[src/rtl/axis_pkt_pkg.sv]
// Shared types and default configuration for the AXI4-Stream packet sink.
package axis_pkt_pkg;

    typedef enum logic [1:0] {
        RECV  = 2'd0,
        STALL = 2'd1,
        DRAIN = 2'd2
    } state_t;

    localparam int         DEF_DATA_WIDTH = 8;
    localparam int         DEF_CNT_WIDTH  = 16;
    localparam logic [7:0] DEF_PKT_LEN    = 8'd4;
    localparam logic [7:0] DEF_BP_EVERY   = 8'd0;
    localparam logic [7:0] DEF_BP_CYCLES  = 8'd0;

endpackage

[src/rtl/axis_bp_gen.sv]
// Periodic backpressure generator: counts accepted beats and times the stall window.
// `stall` is the stall level for the next cycle, so the caller can register tready from it.
module axis_bp_gen (
    input  logic       clk,
    input  logic       reset,
    input  logic       accept,
    input  logic [7:0] cfg_bp_every,
    input  logic [7:0] cfg_bp_cycles,
    input  logic       inhibit,
    output logic       stall
);
    logic [7:0] bp_cnt_r;
    logic [7:0] bp_cnt_next_s;
    logic [7:0] stall_cnt_r;
    logic [7:0] stall_cnt_next_s;
    logic       stall_r;
    logic       bp_en_s;
    logic       count_beat_s;
    logic       hit_s;
    logic       stall_done_s;

    // Beat counting, stall entry and stall expiry.
    always_comb begin
        bp_en_s       = (cfg_bp_every != 8'd0) && (cfg_bp_cycles != 8'd0);
        count_beat_s  = accept && !inhibit && bp_en_s;
        hit_s         = count_beat_s && (({1'b0, bp_cnt_r} + 9'd1) >= {1'b0, cfg_bp_every});
        stall_done_s  = stall_r && (({1'b0, stall_cnt_r} + 9'd1) >= {1'b0, cfg_bp_cycles});
        stall         = hit_s || (stall_r && !stall_done_s);
        bp_cnt_next_s = bp_cnt_r;
        if (hit_s) begin
            bp_cnt_next_s = 8'd0;
        end else if (count_beat_s) begin
            bp_cnt_next_s = bp_cnt_r + 8'd1;
        end else begin
            bp_cnt_next_s = bp_cnt_r;
        end
        stall_cnt_next_s = stall_cnt_r;
        if (hit_s) begin
            stall_cnt_next_s = 8'd0;
        end else if (stall_r) begin
            stall_cnt_next_s = stall_cnt_r + 8'd1;
        end else begin
            stall_cnt_next_s = stall_cnt_r;
        end
    end

    // Counter and stall state registers.
    always_ff @(posedge clk or posedge reset) begin
        if (reset) begin
            bp_cnt_r    <= 8'd0;
            stall_cnt_r <= 8'd0;
            stall_r     <= 1'b0;
        end else begin
            bp_cnt_r    <= bp_cnt_next_s;
            stall_cnt_r <= stall_cnt_next_s;
            stall_r     <= stall;
        end
    end

endmodule

[src/rtl/axis_pkt_sink.sv]
// AXI4-Stream packet receiver that checks packet length and an incrementing data pattern,
// with programmable periodic backpressure on tready.
module axis_pkt_sink
    import axis_pkt_pkg::*;
#(
    parameter int DATA_WIDTH = DEF_DATA_WIDTH,
    parameter int CNT_WIDTH  = DEF_CNT_WIDTH
) (
    input  logic                  clk,
    input  logic                  reset,
    input  logic [DATA_WIDTH-1:0] s_axis_tdata,
    input  logic                  s_axis_tvalid,
    output logic                  s_axis_tready,
    input  logic                  s_axis_tlast,
    input  logic [7:0]            cfg_pkt_len,
    input  logic [7:0]            cfg_bp_every,
    input  logic [7:0]            cfg_bp_cycles,
    input  logic                  cfg_check_en,
    output logic                  pkt_done,
    output logic                  pkt_ok,
    output logic                  len_err,
    output logic                  data_err,
    output logic [CNT_WIDTH-1:0]  pkt_count,
    output logic [CNT_WIDTH-1:0]  err_count
);
    localparam logic [DATA_WIDTH-1:0] DATA_ONE = {{(DATA_WIDTH-1){1'b0}}, 1'b1};
    localparam logic [CNT_WIDTH-1:0]  CNT_ONE  = {{(CNT_WIDTH-1){1'b0}}, 1'b1};
    localparam logic [CNT_WIDTH-1:0]  CNT_MAX  = {CNT_WIDTH{1'b1}};

    state_t                state_r;
    state_t                state_next_s;
    logic                  tready_r;
    logic [DATA_WIDTH-1:0] exp_data_r;
    logic [7:0]            beat_idx_r;
    logic                  bad_r;
    logic                  pkt_done_r;
    logic                  pkt_ok_r;
    logic                  len_err_r;
    logic                  data_err_r;
    logic [CNT_WIDTH-1:0]  pkt_count_r;
    logic [CNT_WIDTH-1:0]  err_count_r;

    logic       accept_s;
    logic [7:0] beat_num_s;
    logic       len_chk_s;
    logic       in_drain_s;
    logic       mismatch_s;
    logic       short_s;
    logic       long_s;
    logic       pkt_end_s;
    logic       pkt_bad_s;
    logic       inhibit_s;
    logic       stall_s;

    axis_bp_gen u_bp_gen (
        .clk           (clk),
        .reset         (reset),
        .accept        (accept_s),
        .cfg_bp_every  (cfg_bp_every),
        .cfg_bp_cycles (cfg_bp_cycles),
        .inhibit       (inhibit_s),
        .stall         (stall_s)
    );

    // Per-beat decode and next-state selection; long violations beat backpressure.
    always_comb begin
        accept_s     = s_axis_tvalid && tready_r;
        beat_num_s   = (beat_idx_r == 8'hFF) ? 8'hFF : (beat_idx_r + 8'd1);
        len_chk_s    = (cfg_pkt_len != 8'd0);
        in_drain_s   = (state_r == DRAIN);
        mismatch_s   = accept_s && !in_drain_s && cfg_check_en && (s_axis_tdata != exp_data_r);
        short_s      = accept_s && !in_drain_s && s_axis_tlast && len_chk_s && (beat_num_s < cfg_pkt_len);
        long_s       = accept_s && !in_drain_s && !s_axis_tlast && len_chk_s && (beat_num_s >= cfg_pkt_len);
        pkt_end_s    = accept_s && s_axis_tlast;
        pkt_bad_s    = bad_r || mismatch_s || short_s || in_drain_s;
        inhibit_s    = in_drain_s || long_s;
        state_next_s = state_r;
        case (state_r)
            RECV: begin
                if (long_s) begin
                    state_next_s = DRAIN;
                end else if (stall_s) begin
                    state_next_s = STALL;
                end else begin
                    state_next_s = RECV;
                end
            end
            STALL: begin
                if (stall_s) begin
                    state_next_s = STALL;
                end else begin
                    state_next_s = RECV;
                end
            end
            DRAIN: begin
                if (pkt_end_s) begin
                    state_next_s = RECV;
                end else begin
                    state_next_s = DRAIN;
                end
            end
            default: state_next_s = RECV;
        endcase
    end

    // State, ready, reference data, per-packet tracking, status pulses and counters.
    always_ff @(posedge clk or posedge reset) begin
        if (reset) begin
            state_r     <= RECV;
            tready_r    <= 1'b0;
            exp_data_r  <= {DATA_WIDTH{1'b0}};
            beat_idx_r  <= 8'd0;
            bad_r       <= 1'b0;
            pkt_done_r  <= 1'b0;
            pkt_ok_r    <= 1'b0;
            len_err_r   <= 1'b0;
            data_err_r  <= 1'b0;
            pkt_count_r <= {CNT_WIDTH{1'b0}};
            err_count_r <= {CNT_WIDTH{1'b0}};
        end else begin
            state_r    <= state_next_s;
            tready_r   <= (state_next_s != STALL);
            pkt_done_r <= pkt_end_s;
            pkt_ok_r   <= pkt_end_s && !pkt_bad_s;
            len_err_r  <= short_s || long_s;
            data_err_r <= mismatch_s;
            // A mismatch resynchronises the reference to the received value.
            if (mismatch_s) begin
                exp_data_r <= s_axis_tdata + DATA_ONE;
            end else if (accept_s) begin
                exp_data_r <= exp_data_r + DATA_ONE;
            end else begin
                exp_data_r <= exp_data_r;
            end
            if (pkt_end_s) begin
                beat_idx_r <= 8'd0;
                bad_r      <= 1'b0;
            end else if (accept_s) begin
                beat_idx_r <= beat_num_s;
                bad_r      <= bad_r || mismatch_s || long_s;
            end else begin
                beat_idx_r <= beat_idx_r;
                bad_r      <= bad_r;
            end
            if (pkt_end_s && (pkt_count_r != CNT_MAX)) begin
                pkt_count_r <= pkt_count_r + CNT_ONE;
            end else begin
                pkt_count_r <= pkt_count_r;
            end
            if (pkt_end_s && pkt_bad_s && (err_count_r != CNT_MAX)) begin
                err_count_r <= err_count_r + CNT_ONE;
            end else begin
                err_count_r <= err_count_r;
            end
        end
    end

    assign s_axis_tready = tready_r;
    assign pkt_done      = pkt_done_r;
    assign pkt_ok        = pkt_ok_r;
    assign len_err       = len_err_r;
    assign data_err      = data_err_r;
    assign pkt_count     = pkt_count_r;
    assign err_count     = err_count_r;

endmodule

[config.mk]
export PLATFORM = sky130hd
export DESIGN_NAME = axis_pkt_sink
export DESIGN_NICKNAME = d
export VERILOG_FILES = /design/src/rtl/axis_pkt_pkg.sv /design/src/rtl/axis_bp_gen.sv /design/src/rtl/axis_pkt_sink.sv
export SDC_FILE = /design/constraint.sdc
export NUM_CORES = 1
export LEC_CHECK = 0
export BUFFER_PORTS_ARGS = -buffer_cell sky130_fd_sc_hd__buf_2
export CORE_MARGIN = 10
export CORE_UTILIZATION = 40
export DETAILED_ROUTE_END_ITERATION = 8
export GPL_ROUTABILITY_DRIVEN = 0
export PLACE_DENSITY = 0.73
export REMOVE_ABC_BUFFERS = 1
export SYNTH_ARGS = -nofsm -noshare
export SYNTH_HDL_FRONTEND = slang
export SYNTH_SLANG_ARGS = --single-unit
[constraint.sdc]
create_clock -name clk -period 3.6 [get_ports clk]
set_input_delay 0.36 -clock clk [delete_from_list [all_inputs] [get_ports clk]]
set_output_delay 0.36 -clock clk [all_outputs]
set_load 0.01 [all_outputs]
== Word level (Yosys, flattened, before mapping) ==
Index checks and enable logic that the tools add are counted.
Storage, ports and cells
  register bits after elaboration: 73
  output and inout bits: 37
  logic and storage cells: 90
Cells by class
  $add $sub $neg: 9
  $lt $le $gt $ge: 4
  eq/ne operators: 7
  mux-type cells: 15
  reduce and logical (&&, ||, !) cells: 41
Operators by type and width (count)
  $mux W8: 9
  $add A8 B1 Y8 const B: 5
  $add A16 B1 Y16 const B: 2
  $ne A16 B16 Y1 const B: 2
  $reduce_bool A8 Y1: 3
  $logic_and A1 B1 Y1: 21
  $add A8 B1 Y9 const B: 2
  $ge A9 B8 Y1: 2
  $eq A8 B8 Y1 const B: 1
  $ge A8 B8 Y1: 1
  $lt A8 B8 Y1: 1
  $ne A8 B8 Y1: 1
  $reduce_bool A2 Y1: 4
  $logic_or A1 B1 Y1: 7
  $pmux W2 S3: 1
  $logic_not A1 Y1: 5
  $mux W2: 2
  $mux W1: 3
  $eq A2 B1 Y1 const B: 1
  $eq A2 B2 Y1 const B: 1
  $logic_not A2 Y1: 1
  $ne A2 B1 Y1 const B: 1

== Depth between registers and ports, before layout ==
Gate-level depths: netlist (run 1).
  depth after elaboration: 16
  depth in mapped cells: 15

== Modules after synthesis ==
A second synthesis (run 1) with hierarchy kept.
Unflattened totals
  cell total of the unflattened synthesis: 490
  area, all modules: 4687.0 sq um
By module, submodules not included
  axis_pkt_sink: times used 1, cells each 332, area each 3316.9 sq um
  axis_bp_gen: times used 1, cells each 158, area each 1370.1 sq um

== Worst setup path after synthesis (run 1) ==
No wires, ideal clock.
  path type: register to register
  start point: register beat_idx_r[0]
  end point: register tready_r (netlist: s_axis_tready)
  arrival: 3.366 ns
  required time: 3.474 ns
  path slack: 0.108 ns
  cell stages (with the launch flop): 15
  path through: dfrtp_1 ha_1 clkbuf_1 and4_1 and3_1 nand2_1 clkbuf_1 nand2_1 ha_1 and4b_1 a211oi_2 a21oi_1 o211a_1 or3_1 a221o_1
On the way
  cells in the longest elaborated chain, start to end: 14
  elaborated cells between the ends (all ways): 15
RTL lines
  start, declared: RTL line axis_pkt_sink.sv:34  | logic [7:0] beat_idx_r;
  start signal, assigned: RTL line axis_pkt_sink.sv:139  | beat_idx_r <= beat_num_s;
  start signal, assigned: RTL line axis_pkt_sink.sv:142  | beat_idx_r <= beat_idx_r;
  $add A8 B1 Y8 / $eq A8 B8 Y1 (equally long branches): RTL line axis_pkt_sink.sv:68  | beat_num_s = (beat_idx_r == 8'hFF) ? 8'hFF : (beat_idx_r + 8'd1);
  $mux W8 (*): RTL line axis_pkt_sink.sv:68
  $ge A8 B8 Y1 (*): RTL line axis_pkt_sink.sv:73  | long_s = accept_s && !in_drain_s && !s_axis_tlast && len_chk_s && (beat_num_s >= cfg_pkt_len);
  $logic_and A1 B1 Y1 (*): RTL line axis_pkt_sink.sv:73
  $logic_or A1 B1 Y1: RTL line axis_pkt_sink.sv:76  | inhibit_s = in_drain_s || long_s;
  $logic_not A1 Y1: RTL line axis_bp_gen.sv:25  | count_beat_s = accept && !inhibit && bp_en_s;
  $logic_and A1 B1 Y1 (2 in a row): RTL line axis_bp_gen.sv:25
  $logic_and A1 B1 Y1: RTL line axis_bp_gen.sv:26  | hit_s = count_beat_s && (({1'b0, bp_cnt_r} + 9'd1) >= {1'b0, cfg_bp_every});
  $logic_or A1 B1 Y1: RTL line axis_bp_gen.sv:28  | stall = hit_s || (stall_r && !stall_done_s);
  $mux W1: RTL line axis_pkt_sink.sv:82, axis_pkt_sink.sv:89
  $mux W2: RTL line axis_pkt_sink.sv:80  | if (long_s) begin
  $pmux W2 S3 (*): RTL line axis_pkt_sink.sv:78  | case (state_r)
  $ne A2 B1 Y1 (*): RTL line axis_pkt_sink.sv:122  | tready_r <= (state_next_s != STALL);
  end signal, assigned: RTL line axis_pkt_sink.sv:122
  end, declared: RTL line axis_pkt_sink.sv:32  | logic tready_r;
Every way passes the cells marked *; elsewhere a longest branch is shown, timed or not.
A chain may end at the register's enable or synchronous reset.

== Final worst setup path (run 1) ==
  start point: register beat_idx_r[0]
  end point: register u_bp_gen.bp_cnt_r[6]
On the way
  cells in the longest elaborated chain, start to end: 10
  elaborated cells between the ends (all ways): 12
RTL lines
  $add A8 B1 Y8 / $eq A8 B8 Y1 (equally long branches): RTL line axis_pkt_sink.sv:68
  $mux W8 (*): RTL line axis_pkt_sink.sv:68
  $ge A8 B8 Y1 (*): RTL line axis_pkt_sink.sv:73
  $logic_and A1 B1 Y1 (*): RTL line axis_pkt_sink.sv:73
  $logic_or A1 B1 Y1 (*): RTL line axis_pkt_sink.sv:76
  $logic_not A1 Y1 (*): RTL line axis_bp_gen.sv:25
  $logic_and A1 B1 Y1 (*) (2 in a row): RTL line axis_bp_gen.sv:25
  $logic_and A1 B1 Y1: RTL line axis_bp_gen.sv:26
  $mux W8 / $reduce_bool A2 Y1 (equally long branches)
  end signal, assigned: RTL line axis_bp_gen.sv:54  | bp_cnt_r <= bp_cnt_next_s;
  end, declared: RTL line axis_bp_gen.sv:12  | logic [7:0] bp_cnt_r;
Marked as above.

==> results of run 1 <==
sequential cells by signal, indices dropped and copies added (netlist names):
register	flops
exp_data_r	8
data_err	1
beat_idx_r	8
pkt_count	16
state_r	2
err_count	16
u_bp_gen.stall_cnt_r	8
len_err	1
u_bp_gen.stall_r	1
s_axis_tready	1
pkt_done	1
pkt_ok	1
u_bp_gen.bp_cnt_r	8
bad_r	1
critical path: stages (launching register included):
cell and delay [ns]:
dfrtp_1 0.41, ha_1 0.23, and4_1 0.24, and3_1 0.23, nand2_4 0.13, nand2_1 0.08, ha_1 0.31, and4b_1 0.21
a211oi_2 0.24, a21oi_1 0.12, o211a_1 0.25, buf_4 0.19, or3b_1 0.44, o22ai_1 0.20
layout by cell type (no fill, tap or decap), types with 6 or more instances in the layout:
master / instances
nor2_1: 30
nand2_1: 47
and3_1: 17
nand3_1: 32
nand4_1: 18
xor2_1: 19
xnor2_1: 44
buf_2: 73
o21ai_0: 25
dfrtp_1: 73
clkbuf_16: 9
nor4_1: 9
ha_1: 30
inv_1: 34
buf_4: 7
a21oi_1: 24
a211oi_1: 7
nor3_1: 6
cells in the mapped netlist (17+ instances only):
cell	instances	area, sq um
nand4_1	18	113
nand3_1	32	160
o21ai_0	25	125
ha_1	30	375
nand2_1	48	180
inv_1	35	131
dfrtp_1	73	1830
and3_1	17	106
nor2_1	30	113
xnor2_1	44	385
a21oi_1	24	120
xor2_1	19	166
logic make-up after synthesis:
family	Yosys count	share of synthesized area [%]
flops	73	40.1
compound gates	89	12.7
simple gates	184	20.5
buf+inv	50	4.48
mux	6	1.48
xor+xnor	64	12.5
fa+ha+maj	30	8.25
worst paths after layout:
check	depth (start not counted)	slack [ns]	to
setup reg to reg	13	0.23	u_bp_gen.bp_cnt_r[6]
hold reg to reg	1	0.46	state_r[1]
hold / removal	2	0.28	pkt_count[13]
max in group asynchronous	3	2.54	exp_data_r[6]
min in group clk	2	0.36	data_err
setup / recovery	13	0.23	u_bp_gen.bp_cnt_r[6]
per-stage QoR:
step	area, sq um	std cells	hold slack, ns	util [%]
after floorplan	4480	481	0.427	-
after global placement	5070	701	0.453	46.2
after detailed placement	5070	701	0.444	46.2
after CTS	5350	717	0.335	48.7
after global routing	5360	717	0.361	48.8
final	5360	718	0.282	48.8
final cells by class:
cell class	instances	area, sq um	share of cell area [%]
clock inverters	3	15.0	0.280
inverters	35	131	2.45
flip-flops and latches	73	1830	34.1
diodes	1	2.50	0.0467
multi-input cells	373	2530	47.3
repair buffers	80	418	7.79
clock buffers	13	260	4.85
well taps	140	175	3.27
routing by layer:
layer | vias to the layer above | share of wire [%] | track usage [%]
met5 | - | 0 | 0
met4 | 0 | 1.9 | 5.76
met3 | 12 | 3.8 | 2.62
met2 | 66 | 50 | 22.6
met1 | 1836 | 44 | 16.1
li1 | 1903 | - | -
power by group through the flow:
stage / combinational (uW) / sequential, uW / clock [uW]
floorplan: 805 / 1260 / 0
global placement: 1090 / 1280 / 0
detailed placement: 1130 / 1290 / 0
CTS: 1150 / 1280 / 834
global route: 1320 / 1320 / 876
finish: 1140 / 1280 / 819
==> key figures, run 1 <==
Run status
  • Outcome: complete, no violations

Power and ir drop
  • Worst vdd ir: 0.000279 V
  • Clock power frac: 25.3%
  • Combinational Power Share: 35.1%
  • Psw: 1200 uW
  • Lkg Pwr: 0.00269 uW
  • Int Pwr: 2040 uW
  • PD cells: 603 nW/um^2
  • Total power: 3240 uW
  • Reg power frac: 39.6%
  • Sw frac: 37.0%

Logic synthesis
  • Ys flop type: dfrtp_1
  • Flops & latches, synth: 73
  • Async SR Flop Fraction: 100%
  • YS warnings: 0
  • EDFF count, synth: 0
  • Register area share after synthesis: 40.1%
  • Mean Syn Cell Area: 9.18 sq um
  • Cells after Synth: 496
  • Post-synthesis cell area: 4550 sq um
  • Cell variety after synth: 51

Floorplanning
  • Die Span X: 127 microns
  • Die Area: 16000 sq um
  • Initial core utilization: 41.4%
  • Die height: 127 microns
  • Placeable Area: 11000 sq um
  • Num ports: 74
  • Site Rows: 38

Routing
  • Vias per cell: 5.32
  • Initial DRC Count: 166
  • First-pass iteration count of the detailed router: 5
  • WL/cell: 14.9 microns
  • DRC viols: 0
  • Vias: 3817
  • Routed WL: 10700 microns
  • Post-route ant nets: 0

STA
  • Worst rel slew slack: 31.4%
  • Final worst slack: 0.231 ns
  • Least-Margin Pin Slew: 1.03 ns
  • FMAX: 297 MHz
  • Fin crit share: 93.6%
  • Worst clock skew: 0.00420 ns
  • Endpoints failing setup: 0
  • Tmin final: 3.37 ns
  • Final Max Slew Viols: 0
  • TNS Setup: 0 ns
  • Hold Violations, Final: 0
  • RSZ-0062 raised after global routing: no

Clocking
  • CTS tree: built
  • Post_cts resized: 0
  • CTS Sinks: 73
  • H-Tree Level Count: 3
  • CTS Hold Bufs: 0
  • CTS root buf: clkbuf_16
  • Post-CTS Setup Inserts: 0
  • Bufs on Longest Clock Path: 2
  • CTS buffer count: 9
  • Clock-pin slew on the worst setup and hold paths: 0.05 ns
  • Worst-Skew Late Latency: 0.33 ns

Cells and area
  • Nets: 639
  • Proportion of layout cells with a drive suffix above 1: 18.9%
  • Synthesis-to-layout area growth: 17.8%
  • Filler instances: 1016

Worst hold path
  • Class of the worst hold path: input pin to asynchronous set/reset pin

GRT
  • Largest net degree at the start of global routing: 52
  • Grt ovf: 0
  • First-pass GRT wire length: 17900 microns
  • Vias in the first global route: 3772
  • GRT Overall Usage: 13.4%
  • Initial antenna violation count: 0

Run
  • Max Cap Viol: 0

Placed design
  • Port bufs: 73
  • Pre-CTS setup slack: 0.102 ns
  • DP HPWL: 8280 microns

Worst setup path
  • Worst setup SP type: register
  • Worst path required time: 3.84 ns
  • Critical Path AT: 3.61 ns
  • Critical path startpoint: beat_idx_r[0]
  • Critical Setup Path Class: register to register
  • Peak fanout along the critical path: 14
  • Critical Path End Type: register
  • Critical R2R Launch: beat_idx_r[0]
(Power assumes the default switching activity.)
==> run 2, diff against run 1 <==
- GPL_TIMING_DRIVEN: unset -> 0
- REMOVE_ABC_BUFFERS: 1 -> unset
==> key figures, run 2 (synthesis gave the netlist of run 1 again) <==
STA
  • WHS: 0.374 ns
  • Fin crit share: 94.9%
  • Final Max Slew Viols: 0
  • Hold Violations, Final: 0
  • Worst rel slew slack: 51.5%
  • Least-Margin Pin Slew: 0.721 ns
  • RSZ-0062 raised after global routing: no
  • FMAX: 293 MHz
  • Endpoints failing setup: 0
  • TNS Setup: 0 ns
  • Tmin final: 3.41 ns
  • Worst clock skew: 0.00823 ns

Worst setup path
  • Critical path startpoint: beat_idx_r[0]
  • Worst path required time: 3.81 ns
  • Reg2reg path depth: 13
  • Critical R2R Launch: beat_idx_r[0]
  • Critical Setup Path Class: register to register
  • Peak fanout along the critical path: 10
  • CP endpoint: s_axis_tready
  • Reg-to-reg slack, setup: 0.19 ns
  • Worst setup SP type: register
  • Critical Path End Type: register
  • Worst R2R End: s_axis_tready
  • Critical Path AT: 3.62 ns

Clocking
  • Clock-pin slew on the worst setup and hold paths: 0.06 ns
  • CTS buffer count: 9
  • CTS tree: built
  • Bufs on Longest Clock Path: 2
  • CTS Sinks: 73
  • H-Tree Level Count: 3
  • Worst-Skew Late Latency: 0.33 ns
  • Post-CTS Setup Inserts: 0
  • CTS root buf: clkbuf_16

Floorplanning
  • Placeable Area: 11000 sq um
  • Initial core utilization: 41.4%
  • Die Area: 16000 sq um
  • Die Span X: 127 microns
  • Site Rows: 38
  • Die height: 127 microns
  • Num ports: 74

GRT
  • Met2 usage in global routing: 23.0%
  • Grt ovf: 0
  • GRT busiest layer: met2
  • First-pass GRT wire length: 19100 microns
  • GRT Overall Usage: 13.9%
  • Grt met3 use: 4.12%
  • Vias in the first global route: 4071
  • GR Util met1: 17.3%
  • Largest net degree at the start of global routing: 65
  • Initial antenna violation count: 0

Cells and area
  • Commonest cells after routing, fill and taps aside: 73 x buf_2, 72 x dfrtp_1, 48 x nand2_1, 44 x xnor2_1, 34 x inv_1
  • Filler instances: 1003
  • Synthesis-to-layout area growth: 21.3%
  • # diodes: 0
  • Nets: 646
  • Commonest non-fill, non-tap cell in the layout: buf_2
  • Proportion of layout cells with a drive suffix above 1: 19.5%
  • Fin util: 50.3%

Routing
  • Initial DRC Count: 223
  • First-pass iteration count of the detailed router: 4
  • Post-route ant nets: 0
  • Vias per cell: 5.42
  • DRC viols: 0
  • Vias: 3921
  • WL/cell: 15.4 microns
  • Routed WL: 11100 microns

Power and ir drop
  • Worst vdd ir: 0.000294 V
  • Total power: 3510 uW
  • PD cells: 636 nW/um^2
  • Lkg Pwr: 0.00272 uW

Placed design
  • Port bufs: 72
  • DP HPWL: 8540 microns

Run
  • Max Cap Viol: 0

Worst hold path
  • Class of the worst hold path: input pin to register

Logic synthesis
  • Synth Net Count: 563

Run status
  • Outcome: complete, no violations
-- run 2: changes by cell type in the layout (fill, tap and decap cells not counted), sizes merged --
cell / delta
bufinv: +3
buf: -4
dlygate4sd3: +1
diode: -1
clkbuf: +7
-- run 2: timing repair --
| action | in CTS | in global routing |
|---|---|---|
| gates resized for setup | 4 | 7 |
| hold endpoints to repair | 9 | 0 |
| hold buffers | 1 | 0 |
| pin swaps | 0 | 3 |
| endpoints found under the setup margin | 33 | 20 |
-- run 2: layout make-up --
cell class / instances / area [sq um] / area share [%]
Sequential cell: 73 / 1830 / 33.1
Clock inverter: 6 / 105 / 1.90
Timing Repair Buffer: 74 / 398 / 7.21
Multi-Input combinational cell: 373 / 2570 / 46.6
Inverter: 35 / 134 / 2.43
Tap cell: 140 / 175 / 3.17
Buffer: 13 / 68.8 / 1.25
Clock buffer: 10 / 239 / 4.33
-- run 2: worst min-delay path by stage --
stage | end | start | slack [ns] | cells after the start
after floorplan | state_r[1] | state_r[0] | 0.43 | 1
after global placement | state_r[1] | state_r[0] | 0.44 | 1
after detailed placement | pkt_count[1] | reset | 0.27 | 2
after CTS | beat_idx_r[0] | s_axis_tlast | 0.37 | 2
after global routing | beat_idx_r[0] | s_axis_tlast | 0.38 | 2
final | beat_idx_r[0] | s_axis_tlast | 0.37 | 2
-- run 2: worst max-delay path, cell delays in order (launching register included) --
cell	delay, ns
dfrtp_2	0.45
ha_4	0.21
and4_4	0.21
and3_1	0.19
nand2_1	0.08
clkbuf_4	0.20
nand2_1	0.07
ha_1	0.30
a21o_1	0.21
a211oi_4	0.30
a21oi_2	0.11
o211a_4	0.26
or3_4	0.40
a221o_1	0.30
-- run 2: where the power goes --
part	internal, uW	total [uW]	leakage [uW]	switching (uW)
sequential	1020	1260	0.000963	240
combinational	551	1220	0.00158	673
clock	692	1020	0.000172	332
total	2270	3510	0.00272	1240
-- run 2: layer usage --
metal / wire, microns / share of wire (%)
met1: 5050 / 45
met2: 5460 / 49
met4: 150 / 1.3
met3: 489 / 4.4
met5: 0 / 0
-- run 2: metrics by stage --
stage,instances,setup WS (ns),cell area [sq um]
2_1_floorplan,496,0.108,4550
3_3_place_gp,708,-0.296,5090
3_5_place_dp,709,-0.351,5120
4_1_cts,725,0.0239,5480
5_1_grt,724,0.0346,5520
6_report,724,0.185,5520
